## src/rtl/eedc_hamming_encoder_pipe.sv

```systemverilog
// Purpose : parametrised two-stage Hamming encoder (SEC, or SECDED when
//           EEDC_SECDED_EN is defined) with an encoded-word delivery counter.
// Latency : a word accepted at edge N presents out_valid=1 after edge N+1.
// Backpr. : full-rate valid/ready; in_ready drops only when both stages are
//           full and out_ready=0, and the output then holds steady.
// Ports   : clk/rst_n (async active-low) | data_input,in_valid,in_ready (upstream)
//           encoded_output,out_valid,out_ready (downstream) | enc_count (delivered words)
// Config  : `define EEDC_SECDED_EN adds an overall even-parity bit at the MSB.
module eedc_hamming_encoder_pipe #(
    parameter int DATA_W  = 7,
    parameter int COUNT_W = 16,
    // Smallest P with 2**P >= DATA_W+P+1, tabulated for the supported 1..57 range.
    localparam int P = (DATA_W <= 1)  ? 2 :
                       (DATA_W <= 4)  ? 3 :
                       (DATA_W <= 11) ? 4 :
                       (DATA_W <= 26) ? 5 :
                       (DATA_W <= 57) ? 6 : 7,
    localparam int HAM_W = DATA_W + P,
`ifdef EEDC_SECDED_EN
    localparam int CODE_W = HAM_W + 1
`else
    localparam int CODE_W = HAM_W
`endif
) (
    input  logic               clk,
    input  logic               rst_n,
    input  logic [DATA_W-1:0]  data_input,
    input  logic               in_valid,
    output logic               in_ready,
    output logic [CODE_W-1:0]  encoded_output,
    output logic               out_valid,
    input  logic               out_ready,
    output logic [COUNT_W-1:0] enc_count
);

    logic               s1_vld_q, s1_vld_d;
    logic [DATA_W-1:0]  s1_data_q;
    logic               s2_vld_q, s2_vld_d;
    logic [CODE_W-1:0]  s2_code_q;
    logic [COUNT_W-1:0] cnt_q, cnt_d;
    logic [CODE_W-1:0]  code_c;

    logic accept;
    logic adv_s2;
    logic deliver;

    assign adv_s2  = s1_vld_q & (~s2_vld_q | out_ready);
    // Combinational ready: a full S1 can still take a word when it is
    // draining into S2 in the same cycle.
    assign in_ready = ~s1_vld_q | ~s2_vld_q | out_ready;
    assign accept   = in_valid & in_ready;
    assign deliver  = s2_vld_q & out_ready;

    // Codeword built from S1 so S2 is a pure register stage.
    always_comb begin
        int   d;
        logic par;
        code_c = '0;
        d      = 0;
        par    = 1'b0;
        // Data bits fill the non-power-of-two positions, LSB first.
        for (int pos = 1; pos <= HAM_W; pos++) begin
            if ((pos & (pos - 1)) != 0) begin
                code_c[pos-1] = s1_data_q[d];
                d++;
            end
        end
        // Parity at position 2**k covers every data position with bit k set.
        for (int k = 0; k < P; k++) begin
            par = 1'b0;
            for (int pos = 1; pos <= HAM_W; pos++) begin
                if (((pos & (pos - 1)) != 0) && (((pos >> k) & 1) != 0)) begin
                    par = par ^ code_c[pos-1];
                end
            end
            code_c[(1 << k) - 1] = par;
        end
`ifdef EEDC_SECDED_EN
        code_c[CODE_W-1] = ^code_c[HAM_W-1:0];
`endif
    end

    always_comb begin
        s1_vld_d = s1_vld_q;
        s2_vld_d = s2_vld_q;
        cnt_d    = cnt_q;
        if (accept) begin
            s1_vld_d = 1'b1;
        end else if (adv_s2) begin
            s1_vld_d = 1'b0;
        end
        if (adv_s2) begin
            s2_vld_d = 1'b1;
        end else if (out_ready) begin
            s2_vld_d = 1'b0;
        end
        if (deliver) begin
            cnt_d = cnt_q + COUNT_W'(1);
        end
    end

    always_ff @(posedge clk or negedge rst_n) begin
        if (!rst_n) begin
            s1_vld_q  <= 1'b0;
            s1_data_q <= '0;
            s2_vld_q  <= 1'b0;
            s2_code_q <= '0;
            cnt_q     <= '0;
        end else begin
            s1_vld_q <= s1_vld_d;
            s2_vld_q <= s2_vld_d;
            cnt_q    <= cnt_d;
            // Data registers load only on a real transfer, so an idle X on
            // data_input never reaches the pipeline.
            if (accept) begin
                s1_data_q <= data_input;
            end
            if (adv_s2) begin
                s2_code_q <= code_c;
            end
        end
    end

    assign out_valid      = s2_vld_q;
    assign encoded_output = s2_code_q;
    assign enc_count      = cnt_q;

endmodule

```

## config.mk

```make
export PLATFORM = sky130hd
export DESIGN_NAME = eedc_hamming_encoder_pipe
export DESIGN_NICKNAME = d
export VERILOG_FILES = /design/src/rtl/eedc_hamming_encoder_pipe.sv
export SDC_FILE = /design/constraint.sdc
export NUM_CORES = 1
export LEC_CHECK = 0
export ABC_AREA = 0
export CAP_MARGIN = 20
export CORE_MARGIN = 5
export CORE_UTILIZATION = 47
export CTS_CLUSTER_DIAMETER = 150
export DETAILED_ROUTE_END_ITERATION = 10
export PLACE_DENSITY_LB_ADDON = 0.3
export SLEW_MARGIN = 20
export SYNTH_ARGS = -nofsm -noshare
export SYNTH_HDL_FRONTEND = slang
export SYNTH_SLANG_ARGS = --single-unit
```

## constraint.sdc

```tcl
create_clock -name clk -period 1.67 [get_ports clk]
set_input_delay 0.334 -clock clk [delete_from_list [all_inputs] [get_ports clk]]
set_output_delay 0.334 -clock clk [all_outputs]
set_load 0.02 [all_outputs]
```

==> results of run 1 <==
-- cells by family (layout without fill, tap and decap cells) --
kind of cell    count (synthesis)  after routing  share of synthesized area (%)
simple gates                   33             33                           12.4
buf+inv                         2             58                          0.740
fa+ha+maj                       1              1                          0.822
mux                            15             15                           11.1
xor+xnor                       25             25                           14.4
flops                          36             36                           59.2
compound gates                  4              4                           1.32
-- how the worst max path moves through the flow --
stage / from / depth (start not counted) / endpoint / slack, ps
CTS: encoded_output[9]$_DFFE_PN0P_ / 1 / encoded_output[9] / 0.7
finish: out_ready / 3 / in_ready / 50
global route: out_valid$_DFFE_PN0P_ / 2 / in_ready / 20
global placement: out_ready / 3 / in_ready / -200
detailed placement: out_ready / 3 / in_ready / -220
floorplan: enc_count[0]$_DFFE_PN0P_ / 5 / enc_count[8]$_DFFE_PN0P_ / 120
-- per-layer routing --
layer	track usage [%]	up-vias	share of wire (%)
met2	26.9	26	52
met3	4.05	5	5.5
met1	16.7	499	40
met5	0	-	0
li1	-	504	-
met4	7.59	0	1.8
-- where the power goes --
group | internal [mW] | switching (mW) | total, mW | leakage (nW)
clock network | 0.208 | 0.277 | 0.485 | 0.0326
logic | 0.446 | 0.486 | 0.932 | 0.538
registers | 1.06 | 0.172 | 1.24 | 0.444
-- cell usage after synthesis (all sizes together) (2+ instances only) --
cell,number
nand3,5
mux2,15
and3,2
nor2,2
nand2,12
nand2b,2
o21ai,4
dfrtp,36
xnor2,19
nand4,3
xor2,6
and4,2
-- critical path: stages --
cell             delay [ps]
clkdlybuf4s50_1         480
nand3b_1                130
dlygate4sd2_1           340
-- area by class of cell --
cell class	count	area (um^2)	share of cell area [%]
repair buffers	49	469	22.4
flip-flops and latches	36	901	43.0
multi-input cells	78	609	29.1
clock buffers	8	58.8	2.80
inverters	1	3.75	0.179
well taps	44	55.1	2.63
-- timing repair --
item                                   CTS  global route
buffers inserted                         0             0
setup endpoints to repair               25             4
gates resized for setup                 25             4
endpoints found under the hold margin    0             0
-- state kept, by name (all words and copies together) (netlist names) --
name            count
s1_vld_q            1
out_valid           1
enc_count          16
s1_data_q           7
encoded_output     11
-- per-stage QoR --
step	power, mW	setup TNS [ps]	std cells	instance area [um^2]
6_report	2.65	0	216	2100
5_1_grt	2.83	0	216	2100
4_1_cts	2.71	0	216	2090
3_5_place_dp	2.31	-2820	208	2060
3_3_place_gp	2.27	-1960	208	2060
2_1_floorplan	1.79	0	116	1520
==> results.json, run 1 <==
{
  "outcome": "completed",
  "fin_util_pct": 68.1,
  "syn_inst": 116,
  "diodes": 0,
  "r2r_end": "enc_count[8]$_DFFE_PN0P_",
  "rsz0062_at_grt": "false",
  "grt_start_max_net_pins": 37,
  "synthFlopType": "dfrtp_1",
  "ys_warn_count": 0,
  "ys_seq_area_share_pct": 59.2,
  "dieArea_um2": 4470,
  "dr.first_iter.drc_count": 68,
  "clk_pin_slew_worst_paths_ps": 100,
  "drtAntennaViolNets": 0,
  "cts.sinks": 36,
  "post_drt_wl_per_cell_um": 13.4,
  "clk_latency_ps": 340,
  "finalSetupViolCount": 0,
  "core_um2": 3080,
  "power_density_nw_per_um2": 1270,
  "syn_area_um2": 1520,
  "peakVddDrop_uv": 704,
  "dp_slack_ps": -217,
  "num_rows": 20,
  "gp_congestion": 0.765,
  "vias": 1034,
  "htreeDepth": 2,
  "dp_hpwl_um": 2170,
  "r2r_cells": 6,
  "drc_errors": 0,
  "dieWidth_um": 66.9,
  "start_util_pct": 49.4,
  "fmax_mhz": 619,
  "report.final.slew_viol_count": 0,
  "cap_violations": 0,
  "cp.arrival_ps": 1280,
  "yosys.area.top_type": "dfrtp_1",
  "root_buffer": "clkbuf_4",
  "numCtsBuffers": 5,
  "port_buffers": 39,
  "postSynthAreaPerCell_um2": 13.1,
  "syn_to_final_growth_pct": 37.8,
  "worst_slew_pin_slew_ps": 443,
  "drive_gt1_share_pct": 19.2,
  "fill_cells": 261,
  "r2r-start": "enc_count[0]$_DFFE_PN0P_",
  "worstSetupPathType": "in2out",
  "clock_skew_ps": 8.37,
  "fin_crit_sh_pct": 96.8,
  "hold_violations": 0,
  "die_h_um": 66.9,
  "holdCritPathClass": "in2async",
  "hold_ws_ps": 390,
  "startpoint_type": "input port",
  "final_common_cell": "dfrtp_1",
  "routed_wirelength_um": 2900,
  "r2r_setup_slack_ps": 270,
  "grt-ovfl-total": 0,
  "drtPass1Iterations": 4,
  "synth_top_area_share_pct": 59.2,
  "final_nets": 183,
  "crit_required_ps": 1340,
  "viasPerCell": 4.79,
  "async_reset_ff_share_pct": 100,
  "ios": 40,
  "cts_hold_buf": 0,
  "slew_headroom_pct": 70.5,
  "grt.total_usage_pct": 15.2,
  "synth-seq-cells": 36,
  "syn-num-nets": 128,
  "power.leakage_nw": 1.01,
  "fin_ws_ps": 53.3,
  "layout_common_cells": "dfrtp_1, dlygate4sd2_1, xnor2_1, mux2_2, nand2_1",
  "cp_max_fo": 2,
  "grt_pass1_vias": 1132,
  "ys_top_cells_by_area": "dfrtp_1, mux2_2, xnor2_1, xor2_1, nand2_1",
  "grt_antenna_before_repair": 0,
  "worstSetupEndpointType": "primary output",
  "yosys.cell_types.count": 21,
  "max-clock-path-buffers": 2,
  "tritoncts": "yes",
  "grt_pass1_wl_um": 5040,
  "synth_edf_count": 0,
  "fin_crit_ps": 1620
}
Power figures use the tool's default switching activity.
==> run 2: changes to the inputs <==
--- a/config.mk
+++ b/config.mk
@@ -6,13 +6,13 @@
 export NUM_CORES = 1
 export LEC_CHECK = 0
 export ABC_AREA = 0
-export CAP_MARGIN = 20
+export CAP_MARGIN = 5
 export CORE_MARGIN = 5
 export CORE_UTILIZATION = 47
 export CTS_CLUSTER_DIAMETER = 150
 export DETAILED_ROUTE_END_ITERATION = 10
 export PLACE_DENSITY_LB_ADDON = 0.3
-export SLEW_MARGIN = 20
+export SLEW_MARGIN = 10
 export SYNTH_ARGS = -nofsm -noshare
 export SYNTH_HDL_FRONTEND = slang
 export SYNTH_SLANG_ARGS = --single-unit
==> results of run 2 <==
Same layout as run 1: the final DEF is identical, and so are final timing and power.
==> variant 1: new RTL, settings of run 2 <==
The parameter `COUNT_W` goes from 16 to 32.
--- a/src/rtl/eedc_hamming_encoder_pipe.sv
+++ b/src/rtl/eedc_hamming_encoder_pipe.sv
@@ -8,7 +8,7 @@
 // Config  : `define EEDC_SECDED_EN adds an overall even-parity bit at the MSB.
 module eedc_hamming_encoder_pipe #(
     parameter int DATA_W  = 7,
-    parameter int COUNT_W = 16,
+    parameter int COUNT_W = 32,
     // Smallest P with 2**P >= DATA_W+P+1, tabulated for the supported 1..57 range.
     localparam int P = (DATA_W <= 1)  ? 2 :
                        (DATA_W <= 4)  ? 3 :
Interface: changed (resized enc_count); port bits go from 40 to 56. No check against the original RTL was run, so the function may have changed too.
==> variant 1 against run 2 <==
The run now ends with negative setup slack left. Sequential share of layout area decreased by 3.5 points. Worst setup slack worse by 0.096 ns. Synthesized area rose by 50%. Sequential cell count rose by 16. Cell count is 58% higher. Wire length increased by 74%. Count of clock-buffer cells in the layout fell by 2. Power grew 31%. First-iteration DRC count grew 21%. Synthesized cell count increased by 61%. Clock skew is essentially flat. Die area grew 42%. Global-route usage rose by 2.1 points. Cell area increased by 59%.
==> variant 1: results (changes against run 2) <==
Detailed routing
  • DR vias/cell: 5.01 (was 4.79)
  • Metal2 WL: 2410 microns (was 1520 microns)
  • 1st-iter DRT viols: 82 (was 68)
  • WL/cell: 14.7 microns (was 13.4 microns)
  • Met3 WL: 207 microns (was 158 microns)

Clock network
  • Worst skew pair latency: 0.30 ns (was 0.34 ns)
  • Post-CTS sizing: 32 (was 25)
  • CTS root buf: clkbuf_8 (was clkbuf_4)
  • # Post-CTS Setup Buffers: 1 (was 0)

Placed design
  • Post-DP HPWL: 3540 microns (was 2170 microns)
  • Placed Cells: 331 (was 208)
  • Placed cell area: 3170 sq um (was 2060 sq um)
  • I/O Buffers: 55 (was 39)
  • Gpl congestion: 0.769 (was 0.765)

Outcome
  • Status: finished, violations left (was finished, final reports clean)
  • Failing checks: negative setup slack

Logic synthesis
  • Synth top area cells: dfrtp_1 (57%), xnor2_1 (9.2%), mux2_2 (7.4%), xor2_1 (6.5%), nand4_1 (3.3%) (was dfrtp_1 (59%), mux2_2 (11%), xnor2_1 (11%), xor2_1 (3.5%), nand2_1 (2.7%))
  • Post-synth top area share: 57.2% (was 59.2%)
  • Synth Area in XOR/XNOR: 15.8% (was 14.4%)
  • Synth Area in Compound Gates: 0.880% (was 1.32%)
  • Adder-Cell Fraction of Synth Area: 0.550% (was 0.822%)
  • Register area share after synthesis: 57.2% (was 59.2%)
  • Commonest cells in the netlist: dfrtp_1 (52), xnor2_1 (24), nand2_1 (19) (was dfrtp_1 (36), xnor2_1 (19), mux2_2 (15))

Global route
  • Met2 usage: 27.6% (was 26.9%)
  • Met1 usage: 23.0% (was 16.7%)
  • GRT Util Overall: 17.3% (was 15.2%)
  • Pin count of the biggest net entering global routing: 53 (was 37)
  • Vias in the first global route: 1,802 (was 1,132)
  • Global Route met3 Usage: 4.29% (was 4.05%)

Critical path
  • Worst reg2reg path depth: 5 (was 6)
  • Crit path max fanout: 5 (was 2)

Timing
  • PnR worst setup slack: -0.0425 ns (was 0.0533 ns)
  • Fin Clk Skew: 0.00844 ns (was 0.00837 ns)
  • Worst-Margin Slew: 0.359 ns (was 0.443 ns)
  • Final setup violation count: 6 (was 0)

Finish
  • Max reg flops: 32 (was 16)
  • Final #Nets: 287 (was 183)
  • Share of cells above drive strength 1: 27.6% (was 19.2%)
  • Layout Cells excl Fill: 342 (was 216)

Power and ir drop
  • Worst IR Drop VDD: 0.693 mV (was 0.704 mV)
## variant 1: changes by cell type after synthesis, moves of 2 or more
cell,before,now
and3_1,2,4
dfrtp_1,36,52
nand2_1,11,19
nand3_1,5,7
nand4_1,3,12
nor2_1,2,5
nor3_1,1,6
nor4_1,0,3
xnor2_1,19,24
xor2_1,6,17
## variant 1: metrics by stage
stage	hold WS, ns	utilization [%]
final	0.00513	70.5
after global routing	0.0240	70.5
after CTS	0.00957	68.2
after detailed placement	0.347	67.1
after global placement	0.345	67.1
after floorplan	0.0384	-
## variant 1: cells by family after synthesis
kind of cell,Yosys count
multiplexers,15
adder cells (fa/ha/maj),1
AND/OR/NAND/NOR,71
XOR/XNOR,41
buffers and inverters,3
flip-flops,52
AO/OA/AOI/OAI,4
## variant 1: cell type report
cell class              count  area (sq um)
well taps                  67          83.8
flip-flops and latches     52          1310
clock inverters             1          5.00
fillers                   364          1390
clock buffers               6          72.6
repair buffers             83           766
multi-input cells         133          1090
## variant 1: worst max-delay path, stage by stage, from the launching register on
cell,delay (ns)
dfrtp_2,0.41
ha_4,0.14
nand3_4,0.06
or4_4,0.65
nor3_4,0.22
xor2_1,0.15
## variant 1: report_power, final
group	leakage (nW)	switching (mW)	internal, mW
Combinational	0.993	0.569	0.617
Sequential	0.658	0.147	1.46
Clock	0.0410	0.388	0.286
Total	1.69	1.10	2.36
## variant 1: path summary, 6_finish.rpt
path,startpoint,endpoint,slack (ns)
worst min register to register,enc_count[31],enc_count[31],0.48
worst min-delay path,rst_n,s1_data_q[5],0.005
worst max-delay path,enc_count[1],enc_count[20],-0.04
min in group clk,enc_count[31],enc_count[31],0.48
max in group asynchronous,rst_n,enc_count[10],1.42
worst max register to register,enc_count[1],enc_count[20],-0.04
==> variant 2: new RTL, config.mk and constraints of run 2 <==
Made on the original files. Reset style: synchronous (`rst_n`), changed in one clocked block. Comments in the files are not updated.
--- a/src/rtl/eedc_hamming_encoder_pipe.sv
+++ b/src/rtl/eedc_hamming_encoder_pipe.sv
@@ -99,7 +99,7 @@
         end
     end
 
-    always_ff @(posedge clk or negedge rst_n) begin
+    always_ff @(posedge clk) begin
         if (!rst_n) begin
             s1_vld_q  <= 1'b0;
             s1_data_q <= '0;
Formal check against the unedited RTL: differs if rst_n is asserted again (counterexample within 4 cycles, from zero or initial values and one cycle with rst_n low); with rst_n held inactive, the same outputs for 10 cycles.
==> variant 2 against run 2 <==
Critical path depth stayed put. Via count grew 33%. Wire length grew 19%. Sequential cell count did not move. Worst setup slack improved by 0.0027 ns. Largest cell class is now multi-input combinational cells. Die area increased by 6.4%. Cell area grew 4.4%. Synthesized area up 7.6%. Non-clock buffer count fell by 1. Worst hold slack better by 0.079 ns. Core utilization is 3.1 points lower.
Power is not compared: it rests on default switching activity, and its combinational part moved more than twofold at a synthesized area within 25%.
==> variant 2: results (changes against run 2) <==
Global route
  • GRT Util Overall: 15.5% (was 15.2%)
  • Pin count of the biggest net entering global routing: 28 (was 37)
  • Initial antenna violation count: 0 (unchanged)
  • Vias in the first global route: 1,435 (was 1,132)
  • First-pass GRT wire length: 6180 microns (was 5040 microns)

Logic synthesis
  • Synth Area in Compound Gates: 11.2% (was 1.32%)
  • Mux share of post-synthesis cell area: 2.45% (was 11.1%)
  • Commonest cells in the netlist: nand2_1 (41), dfxtp_1 (36), a21boi_0 (22) (was dfrtp_1 (36), xnor2_1 (19), mux2_2 (15))
  • Synth top area cells: dfxtp_1 (44%), a21boi_0 (10%), nand2_1 (9.4%), xnor2_1 (5.4%), and2_1 (4.2%) (was dfrtp_1 (59%), mux2_2 (11%), xnor2_1 (11%), xor2_1 (3.5%), nand2_1 (2.7%))
  • Syn Nets: 191 (was 128)
  • Primary FF master, synth: dfxtp_1 (was dfrtp_1)
  • Synth Area in XOR/XNOR: 10.8% (was 14.4%)
  • Synth cell types: 28 (was 21)
  • Avg Inst Size Synth: 9.14 sq um (was 13.1 sq um)
  • Async S/R FF share, synth: 0% (was 100%)
  • Register area share after synthesis: 44.0% (was 59.2%)
  • Adder-Cell Fraction of Synth Area: 0.765% (was 0.822%)

Clock network
  • # Post-CTS Setup Buffers: 0 (unchanged)
  • Worst skew pair latency: 0.33 ns
  • CTS clk-pin slew, worst paths: 0.11 ns
  • CTS Buf Count: 5 (unchanged)
  • Post-CTS sizing: 18 (was 25)

Power and ir drop
  • Pwr Total: 1.53 mW
  • Sequential power share: 59.0%

Detailed routing
  • Vias: 1,375 (was 1,034)
  • 1st-iter DRT viols: 41 (was 68)
  • DRT Pass-1 Iters: 4 (unchanged)
  • WL/cell: 12.6 microns (was 13.4 microns)

Placed design
  • Gpl congestion: 0.812 (was 0.765)
  • Post-DP HPWL: 2640 microns (was 2170 microns)

Critical path
  • Crit path max fanout: 3 (was 2)
  • Crit path arrival time: 1.28 ns (about the same)
  • Reg2reg end: enc_count[14] (was enc_count[8])
  • Critical Path End: in_ready (unchanged)
  • R2R Path Start: enc_count[0] (unchanged)
  • R2r setup slk: 0.17 ns (was 0.27 ns)
  • Worst reg2reg path depth: 5 (was 6)

Timing
  • Hold WS: 0.469 ns (was 0.390 ns)
  • Worst-Margin Slew: 0.300 ns (was 0.443 ns)
  • Fin Clk Skew: 0.00804 ns (was 0.00837 ns)

Finish
  • Layout Cells excl Fill: 273 (was 216)
  • FILL cells: 304 (was 261)
  • Final #Nets: 239 (was 183)
  • Share of cells above drive strength 1: 10.6% (was 19.2%)

Hold path
  • Worst min path class: reg2reg (was in2async)
  • Hold path endpoint: encoded_output[0]

Outcome
  • Status: finished, final reports clean (unchanged)
[variant 2: layout make-up]
cell class	count	share of cell area, %
inverters	4	0.686
flip-flops and latches	36	33.0
repair buffers	48	21.7
multi-input cells	132	39.9
clock buffers	6	1.89
clock inverters	1	0.229
well taps	46	2.63
[variant 2: stage by stage]
stage / instance area [sq um] / setup WS (ns)
after CTS: 2170 / 0.0139
after detailed placement: 2150 / -0.291
after global routing: 2190 / 0.00918
after global placement: 2150 / -0.223
final: 2190 / 0.0560
after floorplan: 1640 / 0.152
[variant 2: critical path, stage by stage]
cell and delay, ns:
clkdlybuf4s50_1 0.43, nand3b_2 0.22, clkdlybuf4s15_1 0.29
[variant 2: routing by layer]
metal | GRT usage [%] | wire length [microns] | up-vias
li1 | - | - | 694
met1 | 18.3 | 1540 | 642
met2 | 25.5 | 1660 | 34
met3 | 5.52 | 201 | 5
met4 | 5.86 | 42 | 0
met5 | 0 | 0 | -
